<file path="src/rtl/imem_pkg.sv">
// Shared definitions for the instruction memory and its program loader.
// Field positions are shared so the decode side and the loader agree.
package imem_pkg;

    localparam int IMEM_DEPTH  = 128;
    localparam int IMEM_ADDR_W = 7;

    localparam int OPCODE_HI = 31;
    localparam int OPCODE_LO = 26;
    localparam int RS_HI     = 25;
    localparam int RS_LO     = 21;
    localparam int RT_HI     = 20;
    localparam int RT_LO     = 16;
    localparam int RD_HI     = 15;
    localparam int RD_LO     = 11;
    localparam int SHAMT_HI  = 10;
    localparam int SHAMT_LO  = 6;
    localparam int FUNCT_HI  = 5;
    localparam int FUNCT_LO  = 0;
    localparam int IMM_HI    = 15;
    localparam int IMM_LO    = 0;

    typedef enum logic [1:0] {
        IDLE,
        RECV,
        WRITE,
        DONE
    } load_state_t;

    function automatic logic [5:0] opcode_of(input logic [31:0] w);
        return w[OPCODE_HI:OPCODE_LO];
    endfunction

    function automatic logic [4:0] rs_of(input logic [31:0] w);
        return w[RS_HI:RS_LO];
    endfunction

    function automatic logic [4:0] rt_of(input logic [31:0] w);
        return w[RT_HI:RT_LO];
    endfunction

    function automatic logic [4:0] rd_of(input logic [31:0] w);
        return w[RD_HI:RD_LO];
    endfunction

    function automatic logic [4:0] shamt_of(input logic [31:0] w);
        return w[SHAMT_HI:SHAMT_LO];
    endfunction

    function automatic logic [5:0] funct_of(input logic [31:0] w);
        return w[FUNCT_HI:FUNCT_LO];
    endfunction

    function automatic logic [15:0] imm_of(input logic [31:0] w);
        return w[IMM_HI:IMM_LO];
    endfunction

endpackage

</file>
<file path="src/rtl/imem_loader_byte_packer.sv">
// Big-endian byte assembler: first accepted byte lands in bits 31:24.
// wrap marks the accept that completes a word.
module byte_packer
    import imem_pkg::*;
(
    input  logic        clk,
    input  logic        rst_n,
    input  logic        clear,
    input  logic        accept,
    input  logic [7:0]  byte_data,
    output logic [31:0] word,
    output logic        wrap
);

    logic [23:0] shreg;
    logic [1:0]  count;

    always_ff @(posedge clk) begin
        if (!rst_n) begin
            shreg <= '0;
            count <= '0;
        end else if (clear) begin
            shreg <= '0;
            count <= '0;
        end else if (accept) begin
            shreg <= {shreg[15:0], byte_data};
            count <= count + 2'd1;
        end
    end

    // Only three bytes are stored; the fourth is taken straight from the bus.
    assign word = {shreg, byte_data};
    assign wrap = accept && (count == 2'd3);

endmodule

</file>
<file path="src/rtl/imem_loader.sv">
// Program loader: streams bytes into 32-bit words and writes them to
// instruction memory from address 0, holding the CPU meanwhile.
module imem_loader
    import imem_pkg::*;
#(
    parameter int DEPTH  = IMEM_DEPTH,
    parameter int ADDR_W = IMEM_ADDR_W
) (
    input  logic              clk,
    input  logic              rst_n,
    input  logic              start,
    input  logic [ADDR_W:0]   word_count,
    input  logic              byte_valid,
    input  logic [7:0]        byte_data,
    output logic              byte_ready,
    output logic              we,
    output logic [ADDR_W-1:0] waddr,
    output logic [31:0]       wdata,
    output logic              busy,
    output logic              cpu_hold,
    output logic              done,
    output logic              err
);

    localparam logic [ADDR_W:0] DEPTH_W = DEPTH[ADDR_W:0];

    load_state_t       state;
    load_state_t       next_state;
    logic [ADDR_W:0]   word_cnt;
    logic [ADDR_W:0]   next_cnt;
    logic [ADDR_W:0]   total;
    logic              err_flag;
    logic [ADDR_W-1:0] waddr_q;
    logic [31:0]       wdata_q;
    logic              accept;
    logic              wrap;
    logic [31:0]       packed_word;
    logic              start_ok;
    logic              start_bad;

    assign accept    = byte_valid && byte_ready;
    assign next_cnt  = word_cnt + 1'b1;
    assign start_bad = (word_count == '0) || (word_count > DEPTH_W);
    assign start_ok  = !start_bad;

    byte_packer u_packer (
        .clk       (clk),
        .rst_n     (rst_n),
        .clear     (state == IDLE),
        .accept    (accept),
        .byte_data (byte_data),
        .word      (packed_word),
        .wrap      (wrap)
    );

    always_ff @(posedge clk) begin
        if (!rst_n) begin
            state    <= IDLE;
            word_cnt <= '0;
            total    <= '0;
            err_flag <= 1'b0;
            waddr_q  <= '0;
            wdata_q  <= '0;
        end else begin
            state <= next_state;
            if (state == IDLE && start) begin
                total    <= word_count;
                word_cnt <= '0;
                err_flag <= word_count > DEPTH_W;
            end
            if (wrap) begin
                waddr_q <= word_cnt[ADDR_W-1:0];
                wdata_q <= packed_word;
            end
            if (state == WRITE) begin
                word_cnt <= next_cnt;
            end
        end
    end

    always_comb begin
        next_state = state;
        byte_ready = 1'b0;
        we         = 1'b0;
        done       = 1'b0;
        err        = 1'b0;
        busy       = 1'b1;
        unique case (state)
            IDLE: begin
                busy = 1'b0;
                if (start) begin
                    next_state = start_ok ? RECV : DONE;
                end
            end
            RECV: begin
                byte_ready = 1'b1;
                if (wrap) begin
                    next_state = WRITE;
                end
            end
            WRITE: begin
                we         = 1'b1;
                next_state = (next_cnt < total) ? RECV : DONE;
            end
            DONE: begin
                done       = 1'b1;
                err        = err_flag;
                next_state = IDLE;
            end
            default: begin
                next_state = IDLE;
            end
        endcase
    end

    assign cpu_hold = busy;
    assign waddr    = waddr_q;
    assign wdata    = wdata_q;

endmodule
</file>
<file path="config.mk">
export PLATFORM = sky130hd
export DESIGN_NAME = imem_loader
export DESIGN_NICKNAME = d
export VERILOG_FILES = /design/src/rtl/imem_pkg.sv /design/src/rtl/imem_loader_byte_packer.sv /design/src/rtl/imem_loader.sv
export SDC_FILE = /design/constraint.sdc
export NUM_CORES = 1
export LEC_CHECK = 0
export CAP_MARGIN = 15
export CORE_MARGIN = 2
export CORE_UTILIZATION = 51
export DETAILED_ROUTE_END_ITERATION = 10
export GPL_TIMING_DRIVEN = 0
export PLACE_DENSITY = 0.77
export SKIP_CTS_REPAIR_TIMING = 1
export SYNTH_ARGS = -nofsm -noshare
export SYNTH_HDL_FRONTEND = slang
export SYNTH_SLANG_ARGS = --single-unit
</file>
<file path="constraint.sdc">
create_clock -name clk -period 2.74 [get_ports clk]
set_clock_uncertainty 0.1 [all_clocks]
set_input_delay 0.411 -clock clk [delete_from_list [all_inputs] [get_ports clk]]
set_output_delay 0.411 -clock clk [all_outputs]
set_load 0.03 [all_outputs]
</file>
==> flow_metrics.env <==
export IMPL_rr_startpoint="word_cnt[2]$_SDFFE_PN0P_"
export IMPL_drc=0
export IMPL_cpLargestDelayFamily="buffers and inverters"
export IMPL_synthFlopType="dfxtp_1"
export IMPL_grt_ovfl_total=0
export IMPL_worst_slew_margin_rel_pct=58.79
export IMPL_die_w_um=85.42
export IMPL_reg2reg_setup_slack_ns=0.26
export IMPL_antenna_found_initial=0
export IMPL_slowest_delay_ns=0.78
export IMPL_drtIter0Drc=129
export IMPL_rows=29
export IMPL_syn_cell_area_um2=3381
export IMPL_synth_area_leaders="dfxtp_1 50%, nand2_1 17%, a21oi_1 9.3%"
export IMPL_cp_end_kind="output port"
export IMPL_via_count=2947
export IMPL_ys_seq_area_share_pct=49.74
export IMPL_ir_drop_mv=0.3107
export IMPL_cts_sinks=84
export IMPL_worst_pin_slew_ns=0.6168
export IMPL_start_util_pct=52.94
export IMPL_final_instance_count_excl_fill=577
export IMPL_cts_root_buf="clkbuf_8"
export IMPL_grt_max_degree=15
export IMPL_port_buffers=63
export IMPL_place_hpwl_um=5409
export IMPL_h_tree_depth=3
export IMPL_final_cell_mix="157 x nand2_1, 84 x dfxtp_1, 63 x a21oi_1, 63 x clkdlybuf4s50_1, 13 x nor2_1"
export IMPL_cp_start_kind="flip-flop"
export IMPL_synth_nets=450
export IMPL_cap_viol_max_count=0
export IMPL_grt_pass1_wl_um=12550
export IMPL_die_height_um=85.42
export IMPL_path_clk_slew_ns=0.08
export IMPL_fillers=575
export IMPL_fin_area_um2=4328
export IMPL_syn_instance_count=421
export IMPL_cts_tree="yes"
export IMPL_area_delta_synth_final_pct=28.02
export IMPL_required_ns=2.23
export IMPL_setup_viol=0
export IMPL_layout_commonest_cell="nand2_1"
export IMPL_setup_tns_ns=0
export IMPL_period_share_pct=94.87
export IMPL_holdPathStages=3
export IMPL_leakagePower_nw=1.512
export IMPL_r2r_end="state[1]$_SDFFE_PN0P_"
export IMPL_critPathSlowestCell="clkdlybuf4s50_1"
export IMPL_dieArea_um2=7297
export IMPL_critPathMaxFanout=10
export IMPL_fmax_mhz=384.7
export IMPL_track_usage_pct=21.66
export IMPL_synthArstFlopShare_pct=0
export IMPL_power_density_nw_per_um2=559.3
export IMPL_place_congestion=0.8563
export IMPL_synth_avg_cell_area_um2=8.030
export IMPL_worst_setup_path_type="flip-flop to output port"
export IMPL_ys_ff_latch=84
export IMPL_numCtsBuffers=9
export IMPL_outcome="complete, no violations"
export IMPL_path_cells="buf_6, inv_1, nor2_1, clkdlybuf4s50_1"
export IMPL_synth_edff_count=0
export IMPL_yosysWarnings=0
export IMPL_diodes=0
export IMPL_rr_worst_depth=8
export IMPL_fin_crit_ns=2.599
export IMPL_synth_top_area_share_pct=49.74
export IMPL_clockBufferDepth=2
export IMPL_boundaryPins=65
export IMPL_yosysTopAreaCell="dfxtp_1"
export IMPL_ant_nets=0
export IMPL_post_drt_via_cell_ratio=5.107
export IMPL_dp_cells=561
export IMPL_layout_drive_gt1_share_pct=7.600
export IMPL_cp_arrival_ns=2.09
export IMPL_worstHoldEndpoint="state[1]$_SDFFE_PN0P_"
export IMPL_hold_viol=0
export IMPL_worstHoldStart="rst_n"
export IMPL_first_global_vias=2720
export IMPL_clk_latency_ns=0.36
export IMPL_firstDrtPassIters=4
export IMPL_synth_cell_types=37
export IMPL_crit_buf_inv=3
export IMPL_slew_violations=0
export IMPL_hold_class="input port to flip-flop"
export IMPL_finalWirelength_um=7431
export IMPL_core_area_um2=6386
export IMPL_post_drt_wl_per_cell_um=12.88
export IMPL_rsz0062_at_grt="false"
export IMPL_post_dp_cell_area_um2=4108
export IMPL_fin_nets=524
-- through the flow --
stage | worst slack [ns] | util (%) | hold WS, ns | total power, W
2_1_floorplan | 0.4538 | - | 0.3308 | 0.001403
3_3_place_gp | 0.2539 | 64.32 | 0.3410 | 0.001484
3_5_place_dp | 0.2116 | 64.32 | 0.3447 | 0.001486
4_1_cts | 0.1345 | 67.69 | 0.2671 | 0.002433
5_1_grt | 0.02725 | 67.77 | 0.2860 | 0.002506
6_report | 0.1407 | 67.77 | 0.2792 | 0.002421
-- power breakdown --
part           internal [W]  leakage (nW)  switching (W)  total (W)
registers           0.00124         0.678      0.0000132    0.00125
clock network      0.000515         0.111       0.000448   0.000963
logic             0.0000825         0.723       0.000126   0.000208
-- flip-flops by register name, summed over array words and instances (netlist names) --
register,flops
wdata,32
u_packer.shreg,24
total,8
word_cnt,8
waddr,7
state,2
u_packer.count,2
err_flag,1
-- synth_stat cells, types with 5 or more instances --
master	n
a21oi_1	63
a21boi_1	11
nand2_1	157
nor2_1	13
dfxtp_1	84
buf_6	5
ha_1	9
buf_2	8
inv_1	11
clkbuf_1	11
-- worst max path at each step --
| stage | startpoint | to | slack (ns) | cells past startpoint |
|---|---|---|---|---|
| 3_5_place_dp | word_cnt[2]$_SDFFE_PN0P_ | state[1]$_SDFFE_PN0P_ | 0.21 | 8 |
| 4_1_cts | state[1]$_SDFFE_PN0P_ | we | 0.13 | 4 |
| 3_3_place_gp | word_cnt[2]$_SDFFE_PN0P_ | state[1]$_SDFFE_PN0P_ | 0.25 | 8 |
| 5_1_grt | word_cnt[2]$_SDFFE_PN0P_ | state[1]$_SDFFE_PN0P_ | 0.03 | 9 |
| 6_report | state[1]$_SDFFE_PN0P_ | we | 0.14 | 4 |
| 2_1_floorplan | word_cnt[2]$_SDFFE_PN0P_ | state[1]$_SDFFE_PN0P_ | 0.45 | 8 |
-- routing by layer --
metal  part of all wire (%)  vias up  routed length, um  GRT usage (%)
met5                      0        -                  0              0
met4                    1.2        0                 87          9.380
met3                    4.8       11                358          3.307
met2                     48       75               3532          35.65
met1                     46     1340               3453          28.25
li1                       -     1521                  -              -
-- area by class of cell --
type / count / area, um2 / share of cell area [%]
Timing Repair Buffer: 63 / 630.6 / 14.57
Buffer: 27 / 167.7 / 3.874
Multi-Input combinational cell: 298 / 1491 / 34.46
Clock buffer: 10 / 127.6 / 2.949
Tap cell: 77 / 96.34 / 2.226
Inverter: 12 / 45.04 / 1.041
Sequential cell: 84 / 1682 / 38.86
Clock inverter: 6 / 87.58 / 2.024
-- worst min-delay path, stage by stage --
cell and delay (ns):
buf_2 0.16, o21ai_2 0.08, a221oi_2 0.04
-- kinds of logic (layout without fill, tap and decap cells) --
family / count (synthesis) / in the layout / synth area share, %
flip-flops: 84 / 84 / 49.74
AND/OR/NAND/NOR: 190 / 190 / 22.54
AO/OA/AOI/OAI: 89 / 89 / 15.40
XOR/XNOR: 8 / 8 / 2.072
buffers and inverters: 39 / 118 / 6.291
multiplexers: 2 / 2 / 0.6292
adder cells (fa/ha/maj): 9 / 9 / 3.331
Note: power is estimated with default switching activity, not from simulation.
==> edit, RTL diff (same settings) <==
The 4 states of `load_state_t` get a one-hot encoding in 4 bits.
--- a/src/rtl/imem_pkg.sv
+++ b/src/rtl/imem_pkg.sv
@@ -22,7 +22,7 @@
 
-    typedef enum logic [1:0] {
-        IDLE,
-        RECV,
-        WRITE,
-        DONE
+    typedef enum logic [3:0] {
+        IDLE  = 4'b0001,
+        RECV  = 4'b0010,
+        WRITE = 4'b0100,
+        DONE  = 4'b1000
     } load_state_t;
Check against the original RTL: same outputs for any inputs over 10 cycles, from zero or initial values and one cycle with rst_n low; not proved beyond that.
==> edit against the original RTL <==
Final area rose by 6.4%. Utilization is 0.39 points lower. Sequential cell count rose by 2. Routed wire length increased by 11%. Area after synthesis up 7.1%. Largest power group unchanged. Non-clock buffer count is 2 higher. Setup slack improved by 0.012 ns. Power down 3.0%. Sequential share of layout area is 1.5 points lower. Critical path type is now reg -> reg. Largest cell class is now multi-input combinational cells. Clock power shrank 6.4%.
==> edit: results (changes against the original RTL) <==
Layout
  – Final net count: 545 (was 524)
  – Multi-input gate area: 0.001757 mm² (was 0.001491 mm²)
  – Fill count: 608 (was 575)
  – Fraction of area in multi-input gates: 38.16% (was 34.46%)
  – Buffer share of cell area: 16.77% (was 18.44%)

Synth
  – Seq/Total Area, Yosys: 47.55% (was 49.74%)
  – Post-synthesis compound-gate area fraction: 19.07% (was 15.40%)
  – Synth area leaders: dfxtp_1 (48%), nand2_1 (15%), a21boi_0 (10%) (was dfxtp_1 (50%), nand2_1 (17%), a21oi_1 (9.3%))
  – Proportion of synthesized area in mux cells: 0% (was 0.6292%)
  – Post-Synth Adder-Cell Area: 3.110% (was 3.331%)
  – Synth unique cells: 42 (was 37)
  – Most instantiated cells after synthesis: nand2_1 (146), dfxtp_1 (86), a21boi_0 (48) (was nand2_1 (157), dfxtp_1 (84), a21oi_1 (63))

Worst hold path
  – HP Start: u_packer.shreg[20]$_SDFFE_PP0P_ (was rst_n)
  – Min-Delay Path Class: reg -> reg (was in -> reg)

Routing
  – Initial DRC count: 150 (was 129)

GRT
  – First-pass GRT wire length: 13.28 mm (was 12.55 mm)
  – Largest net degree at the start of global routing: 16 (was 15)

Setup path
  – Arrival time at the worst endpoint: 2.79 ns (was 2.09 ns)
  – Reg2reg end: state[3]$_SDFFE_PN0P_ (was state[1]$_SDFFE_PN0P_)
  – R2R Setup Slk: 0.15 ns (was 0.26 ns)
  – Worst-case reg-to-reg path depth: 9 (was 8)
  – CP max stage delay: 0.44 ns (was 0.78 ns)
  – Crit path max-delay family: simple AND/OR/NAND/NOR gates (was buffers and inverters)
  – CP endpoint kind: register (was primary output)

Power and ir drop
  – Internal power: 0.001771 W (was 0.001834 W)
  – Combinational share of power: 7.6% (was 8.6%)

Place
  – Setup WS pre-CTS: 0.1804 ns (was 0.2116 ns)
  – DP Wirelength: 6.098 mm (was 5.409 mm)
  – Placed cell areas: 0.004382 mm² (was 0.004108 mm²)

Outcome
  – Status: completed (unchanged)

Timing
  – Worst-Margin Slew: 0.5123 ns (was 0.6168 ns)
  – Fmax achieved: 386.5 MHz (was 384.7 MHz)
edit: changes by cell type after synthesis, moves of 6 or more:
cell,delta
nor2_1,-7
nand2_1,-11
o21ai_0,+6
nand3_1,+8
buf_2,+6
a21oi_1,-33
a21boi_0,+46
edit: how the worst min path moves through the flow:
stage          slack (ns)                               to  cells after the start
6_report             0.36           wdata[28]$_SDFFE_PN0P_                      2
4_1_cts              0.36  u_packer.shreg[21]$_SDFFE_PP0P_                      2
5_1_grt              0.38           wdata[29]$_SDFFE_PN0P_                      2
2_1_floorplan        0.33           wdata[28]$_SDFFE_PN0P_                      2
3_3_place_gp         0.34           wdata[28]$_SDFFE_PN0P_                      2
3_5_place_dp         0.35  u_packer.shreg[21]$_SDFFE_PP0P_                      2
edit: per-layer routing:
metal	track usage, %	vias to the layer above	share of wire, %
met5	0	-	0
met4	7.851	0	1.0
met3	5.131	10	5.7
met2	34.59	82	45
met1	29.81	1452	48
li1	-	1625	-
